[config.mk]
export PLATFORM = sky130hd
export DESIGN_NAME = program_loader_flat
export DESIGN_NICKNAME = d
export VERILOG_FILES = /design/src/rtl/program_loader_if.sv /design/src/rtl/program_loader.sv /design/src/flat_wrapper.sv
export SDC_FILE = /design/constraint.sdc
export NUM_CORES = 1
export LEC_CHECK = 0
export CAP_MARGIN = 15
export CORE_ASPECT_RATIO = 2
export CORE_MARGIN = 5
export CORE_UTILIZATION = 40
export CTS_BUF_LIST = sky130_fd_sc_hd__clkbuf_4 sky130_fd_sc_hd__clkbuf_8 sky130_fd_sc_hd__clkbuf_16
export CTS_CLUSTER_DIAMETER = 80
export DETAILED_ROUTE_END_ITERATION = 7
export PLACE_DENSITY = 0.71
export SLEW_MARGIN = 30
export SYNTH_ARGS = -nofsm -noshare
export SYNTH_HDL_FRONTEND = slang
export SYNTH_SLANG_ARGS = --single-unit
[constraint.sdc]
create_clock -name clk -period 5.35 [get_ports clk]
set_clock_uncertainty 0.1 [all_clocks]
set_input_delay 0.535 -clock clk [delete_from_list [all_inputs] [get_ports clk]]
set_output_delay 0.535 -clock clk [all_outputs]
set_load 0.02 [all_outputs]
[src/rtl/program_loader_if.sv]
// Byte-stream, program-RAM write port and session status of the boot loader.
// Ports: start/byte_in/byte_valid in, byte_ready back; pram_* write bus; cpu_hold/busy/done/error/words_written status.
// master = the host feeding the stream, slave = the loader.
interface program_loader_if #(
    parameter int ADDR_W = 8
);
    logic              start;
    logic [7:0]        byte_in;
    logic              byte_valid;
    logic              byte_ready;
    logic [ADDR_W-1:0] pram_addr;
    logic [31:0]       pram_data;
    logic              pram_write_enable;
    logic              cpu_hold;
    logic              busy;
    logic              done;
    logic              error;
    logic [ADDR_W:0]   words_written;

    modport master (
        output start, byte_in, byte_valid,
        input  byte_ready, pram_addr, pram_data, pram_write_enable,
               cpu_hold, busy, done, error, words_written
    );

    modport slave (
        input  start, byte_in, byte_valid,
        output byte_ready, pram_addr, pram_data, pram_write_enable,
               cpu_hold, busy, done, error, words_written
    );
endinterface

[src/rtl/program_loader.sv]
// Boot loader: framed byte stream (count, big-endian words, XOR checksum) -> one program RAM write per word.
// Latency: 4th byte of a word at edge T -> write strobe in cycle T+1; checksum byte at C -> done in C+1.
// Backpressure: byte_ready is low in IDLE and during the single WRITE cycle; the stream may stall any time.
// Ports: clk, rst (async active-low), lb (slave side of program_loader_if).
module program_loader #(
    parameter int                ADDR_W    = 8,
    parameter logic [ADDR_W-1:0] BASE_ADDR = '0
) (
    input  logic          clk,
    input  logic          rst,
    program_loader_if.slave lb
);
    typedef logic [ADDR_W-1:0] addr_t;
    typedef logic [ADDR_W:0]   cnt_t;
    typedef enum logic [2:0] {IDLE, LEN, COLLECT, WRITE, CHECK} state_t;

    // A length byte of zero stands for a full RAM image.
    localparam cnt_t FULL_CNT = {1'b1, {ADDR_W{1'b0}}};

    state_t      state_q;
    logic [1:0]  byte_cnt_q;
    logic [23:0] word_q;       // first three bytes of the word being assembled
    logic [7:0]  chk_q;
    cnt_t        target_q;
    addr_t       addr_q;       // address of the next word to write
    addr_t       pram_addr_q;
    logic [31:0] pram_data_q;
    logic        we_q;
    logic        busy_q;
    logic        hold_q;
    logic        done_q;
    logic        err_q;
    cnt_t        ww_q;

    logic        byte_ready;
    logic        xfer;
    cnt_t        target_d;
    cnt_t        ww_d;

    assign byte_ready = (state_q == LEN) || (state_q == COLLECT) || (state_q == CHECK);
    assign xfer       = lb.byte_valid && byte_ready;
    assign target_d   = (lb.byte_in == 8'd0) ? FULL_CNT : cnt_t'(lb.byte_in);
    assign ww_d       = ww_q + cnt_t'(1);

    always_ff @(posedge clk or negedge rst) begin
        if (!rst) begin
            state_q     <= IDLE;
            byte_cnt_q  <= '0;
            word_q      <= '0;
            chk_q       <= '0;
            target_q    <= '0;
            addr_q      <= '0;
            pram_addr_q <= '0;
            pram_data_q <= '0;
            we_q        <= 1'b0;
            busy_q      <= 1'b0;
            hold_q      <= 1'b0;
            done_q      <= 1'b0;
            err_q       <= 1'b0;
            ww_q        <= '0;
        end else begin
            case (state_q)
                IDLE: begin
                    if (lb.start) begin
                        done_q     <= 1'b0;
                        err_q      <= 1'b0;
                        ww_q       <= '0;
                        chk_q      <= '0;
                        byte_cnt_q <= '0;
                        addr_q     <= BASE_ADDR;
                        busy_q     <= 1'b1;
                        hold_q     <= 1'b1;
                        state_q    <= LEN;
                    end
                end
                LEN: begin
                    if (xfer) begin
                        target_q <= target_d;
                        state_q  <= COLLECT;
                    end
                end
                COLLECT: begin
                    if (xfer) begin
                        chk_q      <= chk_q ^ lb.byte_in;
                        word_q     <= {word_q[15:0], lb.byte_in};
                        byte_cnt_q <= byte_cnt_q + 2'd1;
                        if (byte_cnt_q == 2'd3) begin
                            // Capture address and data now so both are stable for the whole strobe cycle.
                            pram_data_q <= {word_q, lb.byte_in};
                            pram_addr_q <= addr_q;
                            addr_q      <= addr_q + addr_t'(1);
                            we_q        <= 1'b1;
                            state_q     <= WRITE;
                        end
                    end
                end
                WRITE: begin
                    we_q    <= 1'b0;
                    ww_q    <= ww_d;
                    state_q <= (ww_d == target_q) ? CHECK : COLLECT;
                end
                CHECK: begin
                    if (xfer) begin
                        err_q   <= (lb.byte_in != chk_q);
                        done_q  <= 1'b1;
                        busy_q  <= 1'b0;
                        hold_q  <= 1'b0;
                        state_q <= IDLE;
                    end
                end
                default: state_q <= IDLE;
            endcase
        end
    end

    assign lb.byte_ready        = byte_ready;
    assign lb.pram_addr         = pram_addr_q;
    assign lb.pram_data         = pram_data_q;
    assign lb.pram_write_enable = we_q;
    assign lb.cpu_hold          = hold_q;
    assign lb.busy              = busy_q;
    assign lb.done              = done_q;
    assign lb.error             = err_q;
    assign lb.words_written     = ww_q;
endmodule

[src/flat_wrapper.sv]
// flat-port wrapper written by rule: the top's interface ports become plain ports
module program_loader_flat 
#(
    parameter int                ADDR_W    = 8,
    parameter logic [ADDR_W-1:0] BASE_ADDR = '0
)
  (clk, rst, lb_start, lb_byte_in, lb_byte_valid, lb_byte_ready, lb_pram_addr, lb_pram_data, lb_pram_write_enable, lb_cpu_hold, lb_busy, lb_done, lb_error, lb_words_written);
  program_loader_if #(.ADDR_W(ADDR_W)) lb_i ();
  input  logic clk;
  input  logic rst;
  input wire logic [$bits(lb_i.start)-1:0] lb_start;
  input wire logic [$bits(lb_i.byte_in)-1:0] lb_byte_in;
  input wire logic [$bits(lb_i.byte_valid)-1:0] lb_byte_valid;
  output wire logic [$bits(lb_i.byte_ready)-1:0] lb_byte_ready;
  output wire logic [$bits(lb_i.pram_addr)-1:0] lb_pram_addr;
  output wire logic [$bits(lb_i.pram_data)-1:0] lb_pram_data;
  output wire logic [$bits(lb_i.pram_write_enable)-1:0] lb_pram_write_enable;
  output wire logic [$bits(lb_i.cpu_hold)-1:0] lb_cpu_hold;
  output wire logic [$bits(lb_i.busy)-1:0] lb_busy;
  output wire logic [$bits(lb_i.done)-1:0] lb_done;
  output wire logic [$bits(lb_i.error)-1:0] lb_error;
  output wire logic [$bits(lb_i.words_written)-1:0] lb_words_written;
  assign lb_i.start = lb_start;
  assign lb_i.byte_in = lb_byte_in;
  assign lb_i.byte_valid = lb_byte_valid;
  assign lb_byte_ready = lb_i.byte_ready;
  assign lb_pram_addr = lb_i.pram_addr;
  assign lb_pram_data = lb_i.pram_data;
  assign lb_pram_write_enable = lb_i.pram_write_enable;
  assign lb_cpu_hold = lb_i.cpu_hold;
  assign lb_busy = lb_i.busy;
  assign lb_done = lb_i.done;
  assign lb_error = lb_i.error;
  assign lb_words_written = lb_i.words_written;
  program_loader #(.ADDR_W(ADDR_W), .BASE_ADDR(BASE_ADDR)) u_core (.clk(clk), .rst(rst), .lb(lb_i));
endmodule
==> results of run 1 <==
[power groups by stage]
stage | sequential (mW) | combinational, mW | clock [mW]
after floorplan | 1.48 | 0.745 | 0
after global placement | 1.41 | 1.30 | 0
after detailed placement | 1.41 | 1.33 | 0
after CTS | 1.41 | 1.34 | 0.700
after global routing | 1.45 | 1.43 | 0.728
final | 1.40 | 1.32 | 0.688
[final timing paths]
check / from / end / slack, ns / cells after the start
setup / recovery: lb_byte_valid / u_core.lb.pram_data[7]$_DFFE_PN0P_ / 2.59 / 5
hold / removal: rst / u_core.lb.pram_data[29]$_DFFE_PN0P_ / 0.02 / 1
setup reg to reg: u_core.state_q[1]$_DFFE_PN0P_ / u_core.lb.pram_data[7]$_DFFE_PN0P_ / 2.81 / 4
hold reg to reg: u_core.word_q[23]$_DFFE_PN0P_ / u_core.word_q[23]$_DFFE_PN0P_ / 0.38 / 2
max in group asynchronous: rst / u_core.lb.pram_data[6]$_DFFE_PN0P_ / 4.13 / 2
min in group clk: u_core.word_q[23]$_DFFE_PN0P_ / u_core.word_q[23]$_DFFE_PN0P_ / 0.38 / 2
[state kept, by name, indices dropped and copies added, names as in the netlist]
name / flops
u_core.lb.busy: 1
u_core.lb.pram_data: 32
u_core.byte_cnt_q: 2
u_core.word_q: 24
u_core.addr_q: 8
u_core.target_q: 9
u_core.chk_q: 8
u_core.lb.pram_write_enable: 1
u_core.lb.error: 1
u_core.lb.done: 1
u_core.lb.words_written: 9
u_core.lb.pram_addr: 8
u_core.state_q: 3
[cell type report]
type                            count  area (µm²)  share of cell area (%)
Inverter                            8        30.0                   0.501
Clock buffer                       11         246                    4.11
Clock inverter                      5        60.1                    1.00
Timing Repair Buffer               70         692                    11.5
Multi-Input combinational cell    304        2110                    35.2
Sequential cell                   107        2680                    44.6
Tap cell                          147         184                    3.07
[cell usage after synthesis, drive strengths merged]
cell type,instances
a2111o,1
a2111oi,2
a211o,1
a21boi,1
a21o,2
a21oi,3
a22o,2
and2,1
and3,6
and3b,1
buf,17
clkbuf,6
dfrtp,107
ha,3
inv,8
mux2,46
mux2i,1
nand2,93
nand2b,3
nand3,12
nand3b,2
nand4,5
nand4b,1
nor2,32
nor2b,5
nor3,1
nor3b,1
nor4,2
nor4b,1
o2111ai,1
o21a,2
o21ai,37
o22ai,3
o31ai,1
o32a,1
o32ai,1
o41ai,1
or2,2
or3,1
or4,1
xnor2,18
xor2,7
[through the flow]
step	area (µm²)	std cells
4_1_cts	5990	652
2_1_floorplan	4960	442
5_1_grt	6000	652
3_3_place_gp	5680	636
6_report	6000	652
3_5_place_dp	5690	636
[critical path: stages]
cell	delay, ns
clkdlybuf4s50_1	0.67
nand3_4	0.16
or3_2	0.78
buf_4	0.39
mux2_4	0.34
[layer usage]
layer	vias up	global-route usage, %	part of all wire [%]
met2	56	27.6	55
met5	-	0	0
met4	0	6.97	2.7
met3	22	2.46	3.1
li1	1605	-	-
met1	1706	18.9	39
[cells by family (layout without fill, tap and decap cells)]
logic type	count (synthesis)	after routing	synth area share (%)
fa+ha+maj	3	3	0.757
mux	47	47	13.5
flops	107	107	54.0
compound gates	59	59	7.92
simple gates	170	170	15.7
xor+xnor	25	25	4.41
buf+inv	31	94	3.76
==> flow_summary.yaml, run 1 <==
timing:
  drv_slew: 0
  grt_setup_unrepaired: "false"
  timing.fmax_ghz: 0.362
  min_period_ns: 2.76
  whs_ns: 0.0218
  relSlewSlack_pct: 53.3
  finalCritPeriodShare_pct: 51.6
  fin_setup_tns_ns: 0
  worstMarginPinSlew_ns: 0.700
  worst_slack_ns: 2.59
  hold_viol: 0
  setup_viol: 0
power_and_ir_drop:
  power_switching_mw: 1.23
  power.share.clock_pct: 20.2
  internal_power_mw: 2.18
  ir_drop_mv: 0.273
  seqPwrFrac_pct: 41.1
  power_density_nw_per_um2: 568
  swShare_pct: 36.1
  fin_total_pwr_mw: 3.41
  pwr-share-comb_pct: 38.7
  p_leak_nw: 2.79
setup_path:
  start_kind: "input pin"
  crit_arrival_ns: 2.89
  cp.required_ns: 5.48
  critical_path_class: "input pin to flop"
  cp_max_fo: 23
  critPathCaptureType: "flop"
clock_network:
  post-cts-setup-buffers: 0
  cts_resized: 0
  clk_path_buf_depth: 2
  numClockSinks: 107
  h-tree-depth: 3
  worstSkewPairLatency_ns: 0.35
  hold_buffers: 0
  tritoncts: "done"
  clk_pin_slew_ns: 0.07
  numCtsBuffers: 9
  root_buffer: "clkbuf_16"
global_route:
  grt_max_degree: 74
  grt_pass1_vias: 3560
  antenna_found_initial: 0
  gr-total-overflow: 0
  grt_usage_pct: 15.9
  grt_first_pass_wirelength_mm: 18.3
detailed_routing:
  drtIter0Drc: 119
  drc: 0
  vias: 3389
  via_per_inst: 5.20
  wl_per_cell_um: 16.9
  first_pass_iters: 4
  drt-total-wl_mm: 11.0
  antenna_left: 0
floorplanning:
  core_um2: 12200
  rows: 57
  die_w_um: 88.8
  die_y_um: 168
  dieArea_um2: 14900
  initial_utilization_pct: 40.7
  io_pins: 67
placement:
  place_congestion: 0.852
  hpwl_mm: 7.79
  io_buffers: 66
  dp_slack_ns: 2.23
synthesis:
  ys_types: 51
  syn_area_um2: 4960
  ys_seq_elements: 107
  syn_avg_cell_area_um2: 11.2
  synth_top_area_share_pct: 54.0
  synth_area_leaders: "dfrtp_1, mux2_4, nand2_1"
  syn-instance-count: 442
  synth.yosys.seq_area_share_pct: 54.0
  yosys_warnings: 0
  yosysTopAreaCell: "dfrtp_1"
  synth_nets: 457
finish:
  drive_gt1_share_pct: 15.4
  syn2layout_area_growth_pct: 20.9
  final_core_util_pct: 49.2
  final_nets: 515
  num-fill-cells: 1096
  num_antenna_cells: 0
  final_common_cell: "dfrtp_1"
  layout_common_cells: "dfrtp_1, nand2_1, clkdlybuf4s50_1"
hold_path:
  hp-class: "input pin to asynchronous set/reset pin"
status:
  status: "finished, final reports clean"
flow_run:
  maxCapViolations: 0
Power figures use the tool's default switching activity.
==> run 2: changes to the inputs <==
- PLACE_DENSITY: 0.71 -> 0.74
- clock period: 5.35 -> 2.5 ns (I/O delays scaled with it)
==> flow_summary.yaml, run 2 (synthesis gave the netlist of run 1 again) <==
status:
  status: "finished, final reports clean"
detailed_routing:
  first_pass_iters: 4
  wl_per_cell_um: 16.9
  antenna_left: 0
  drtIter0Drc: 183
  drt-total-wl_mm: 11.2
  via_per_inst: 5.21
  drc: 0
  vias: 3446
setup_path:
  worst-path-buf-inv: 1
  critical_path_class: "flop to output port"
  cp_top_family: "buffers and inverters"
  regToRegSetupSlack_ns: 0.28
  crit_end: "lb_byte_ready"
  cp.depth: 4
  crit_start: "u_core.state_q[1]$_DFFE_PN0P_"
  crit_chain: "nor2_1, nand2_1, o21ai_0, clkdlybuf4s50_1"
  cp_max_fo: 10
  critPathCaptureType: "output port"
  slowest_stage: "clkdlybuf4s50_1"
  rr_endpoint: "u_core.state_q[1]$_DFFE_PN0P_"
  cpPeakStageDelay_ns: 0.65
  cp.required_ns: 2.15
  timing.rr.start: "u_core.lb.words_written[0]$_DFFE_PN0P_"
  start_kind: "flop"
  crit_arrival_ns: 1.96
  reg2reg_depth: 6
timing:
  finalCritPeriodShare_pct: 92.4
  whs_ns: 0.299
  grt_setup_unrepaired: "false"
  setup_viol: 0
  min_period_ns: 2.31
  timing.fmax_ghz: 0.433
  drv_slew: 0
  worstMarginPinSlew_ns: 0.691
  fin_setup_tns_ns: 0
  hold_viol: 0
  relSlewSlack_pct: 53.8
clock_network:
  h-tree-depth: 3
  tritoncts: "done"
  clk_pin_slew_ns: 0.07
  root_buffer: "clkbuf_16"
  numClockSinks: 107
  clk_path_buf_depth: 2
  worstSkewPairLatency_ns: 0.35
  numCtsBuffers: 9
finish:
  final_common_cell: "dfrtp_1"
  syn2layout_area_growth_pct: 22.2
  num_antenna_cells: 0
  final_core_util_pct: 49.7
  layout_common_cells: "dfrtp_1, nand2_1, clkdlybuf4s50_1"
  regArea_um2: 2680
  num-fill-cells: 1049
  drive_gt1_share_pct: 16.7
  largest_register_ffs: 32
  final_cells: 662
  multi_input_area_um2: 2100
  final_nets: 525
global_route:
  grt_usage_pct: 16.2
  gr-total-overflow: 0
  grt_pass1_vias: 3705
  antenna_found_initial: 0
  grt_first_pass_wirelength_mm: 18.8
  grt_max_degree: 37
hold_path:
  hp-class: "input pin to asynchronous set/reset pin"
floorplanning:
  initial_utilization_pct: 40.7
  rows: 57
  io_pins: 67
  dieArea_um2: 14900
  die_w_um: 88.8
  core_um2: 12200
  die_y_um: 168
placement:
  hpwl_mm: 8.17
  dp.cells: 645
  place_congestion: 0.880
  io_buffers: 66
power_and_ir_drop:
  p_leak_nw: 2.83
  ir_drop_mv: 0.615
  power_density_nw_per_um2: 1200
flow_run:
  maxCapViolations: 0
[run 2: cell count changes in the layout (fill, tap and decap cells not counted), sizes merged]
cell | previous run | this run
dlygate4sd3 | 0 | 1
clkinv | 1 | 3
clkbuf | 11 | 10
bufinv | 1 | 0
buf | 5 | 14
[run 2: how the worst min path moves through the flow]
stage,startpoint,cells past startpoint,slack [ns],to
after detailed placement,rst,1,0.14,u_core.lb.words_written[4]$_DFFE_PN0P_
after floorplan,rst,0,-0.15,u_core.addr_q[0]$_DFFE_PN0P_
final,rst,2,0.30,u_core.lb.pram_data[4]$_DFFE_PN0P_
after global routing,rst,2,0.34,u_core.lb.words_written[4]$_DFFE_PN0P_
after global placement,rst,1,0.13,u_core.lb.words_written[4]$_DFFE_PN0P_
after CTS,rst,2,0.31,u_core.lb.words_written[4]$_DFFE_PN0P_
[run 2: stage by stage]
step	power, mW	setup WS (ns)	instance area [µm²]
6_report	7.26	0.189	6060
5_1_grt	7.72	0.0423	6060
4_1_cts	7.34	0.169	6060
3_5_place_dp	5.92	0.296	5760
3_3_place_gp	5.80	0.333	5760
2_1_floorplan	4.77	0.366	4960
[run 2: cell type report]
class	count	area share (%)
clock inverters	6	0.908
inverters	8	0.495
repair buffers	80	12.8
flip-flops and latches	107	44.2
clock buffers	10	3.94
well taps	147	3.03
multi-input cells	304	34.6
[run 2: timing repair]
item,4_1_cts,5_1_grt
hold buffers,1,0
setup endpoints to repair,0,0
hold endpoints to repair,33,0
setup buffers,0,0
gates resized for setup,0,0
[run 2: metal layers]
metal | track usage (%) | routed length [µm] | up-vias | share of wire [%]
met1 | 18.7 | 4360 | 1729 | 39
met5 | 0 | 0 | - | 0
met4 | 7.37 | 335 | 0 | 3.0
met3 | 2.90 | 365 | 23 | 3.3
li1 | - | - | 1624 | -
met2 | 28.3 | 6100 | 70 | 55
[run 2: power by group]
group	internal, mW	switching [mW]
Combinational	1.48	1.40
Clock	0.719	0.666
Sequential	2.39	0.604
Total	4.59	2.67
[run 2: worst register-to-register path: stages (launching register included)]
cell and delay [ns]:
dfrtp_1 0.46, ha_1 0.42, nand4_1 0.16, nor2_1 0.23, xnor2_1 0.13, a2111o_1 0.44
o21a_1 0.17
==> run 3: changes to the inputs <==
- CORE_UTILIZATION: 40 -> 50
- PLACE_DENSITY: 0.74 -> 0.87
==> flow_summary.yaml, run 3 (synthesis gave the netlist of run 1 again) <==
finish:
  final_common_cell: "dfrtp_1"
  layout_common_cells: "dfrtp_1, nand2_1, clkdlybuf4s50_1"
  num_antenna_cells: 0
  largest_register_ffs: 32
  drive_gt1_share_pct: 16.4
  final_area_um2: 6000
  final_nets: 524
  syn2layout_area_growth_pct: 20.9
  num-fill-cells: 730
timing:
  timing.fmax_ghz: 0.445
  worst_slack_ns: 0.252
  setup_viol: 0
  relSlewSlack_pct: 57.2
  fin_setup_tns_ns: 0
  hold_viol: 0
  drv_slew: 0
  worstMarginPinSlew_ns: 0.640
  whs_ns: 0.319
  finalCritPeriodShare_pct: 89.9
  min_period_ns: 2.25
  grt_setup_unrepaired: "false"
setup_path:
  start_kind: "flop"
  crit_start: "u_core.state_q[1]$_DFFE_PN0P_"
  critical_path_class: "flop to output port"
  critPathCaptureType: "output port"
  crit_arrival_ns: 1.90
  reg2reg_depth: 6
  timing.rr.start: "u_core.lb.words_written[0]$_DFFE_PN0P_"
  cp.required_ns: 2.15
  cp_max_fo: 10
global_route:
  antenna_found_initial: 0
  grt_usage_pct: 19.1
  grt_max_degree: 44
  gr-total-overflow: 0
  grt_first_pass_wirelength_mm: 17.8
  grt_pass1_vias: 3596
detailed_routing:
  wl_per_cell_um: 16.9
  first_pass_iters: 5
  drtIter0Drc: 248
  via_per_inst: 5.40
  drt-total-wl_mm: 10.9
  vias: 3485
  antenna_left: 0
  drc: 0
placement:
  placed_area_um2: 5720
  place_congestion: 0.795
  hpwl_mm: 7.93
  io_buffers: 66
  dp_slack_ns: 0.268
power_and_ir_drop:
  pwr-share-comb_pct: 40.1
  power.share.clock_pct: 18.1
  swShare_pct: 36.2
  ir_drop_mv: 0.761
  p_leak_nw: 2.81
  fin_total_pwr_mw: 7.18
  power_density_nw_per_um2: 1200
  power_switching_mw: 2.60
  internal_power_mw: 4.58
  seqPwrFrac_pct: 41.8
clock_network:
  clk_pin_slew_ns: 0.06
  cts_resized: 0
  numCtsBuffers: 9
  hold_buffers: 1
  root_buffer: "clkbuf_16"
  clk_path_buf_depth: 2
  h-tree-depth: 3
  numClockSinks: 107
  worstSkewPairLatency_ns: 0.35
  tritoncts: "done"
  post-cts-setup-buffers: 0
flow_run:
  maxCapViolations: 0
status:
  status: "finished, final reports clean"
floorplanning:
  io_pins: 67
  rows: 51
  dieArea_um2: 12100
  initial_utilization_pct: 50.8
  die_y_um: 151
  die_w_um: 80.4
  core_um2: 9760
hold_path:
  hp-class: "input pin to asynchronous set/reset pin"
-- run 3: changes by cell type in the layout (fill, tap and decap cells not counted), sizes merged --
cell,delta
buf,-1
clkinvlp,-1
inv,-2
clkbuf,+2
-- run 3: cell type report --
cell class / count / area, µm² / share of cell area, %
clock buffer: 12 / 254 / 4.23
clock inverter: 3 / 15.0 / 0.250
inverter: 8 / 30.0 / 0.501
multi-input combinational: 304 / 2100 / 35.0
sequential: 107 / 2680 / 44.6
tap: 132 / 165 / 2.75
timing repair buffer: 79 / 758 / 12.6
-- run 3: final timing paths --
kind                                                      end  slack, ns
min in group clk                u_core.word_q[18]$_DFFE_PN0P_       0.40
hold reg to reg                 u_core.word_q[18]$_DFFE_PN0P_       0.40
setup / recovery                                lb_byte_ready       0.25
max in group asynchronous  u_core.lb.pram_addr[6]$_DFFE_PN0P_       1.22
hold / removal                   u_core.word_q[8]$_DFFE_PN0P_       0.32
setup reg to reg                u_core.state_q[1]$_DFFE_PN0P_       0.27
-- run 3: per-stage QoR --
step	util, %	std cells
floorplan	-	442
global placement	58.6	629
detailed placement	58.6	629
CTS	61.5	645
global route	61.5	645
finish	61.5	645
-- run 3: critical path: stages, from the launching register on --
cell and delay (ns):
dfrtp_1 0.53, nor2_1 0.24, nand2_1 0.07, o21ai_0 0.09
clkdlybuf4s50_1 0.63
-- run 3: power groups by stage --
stage	clock network [mW]	logic, mW	registers (mW)
finish	1.30	2.88	3.00
global placement	0	2.79	2.98
CTS	1.31	2.91	2.99
detailed placement	0	2.90	3.00
floorplan	0	1.60	3.18
global route	1.38	3.12	3.09
-- run 3: per-layer routing --
metal	share of wire (%)	vias to the layer above	global-route usage, %
li1	-	1627	-
met1	38	1739	21.8
met2	55	91	33.8
met3	3.9	28	2.92
met4	3.2	0	10.2
met5	0	-	0
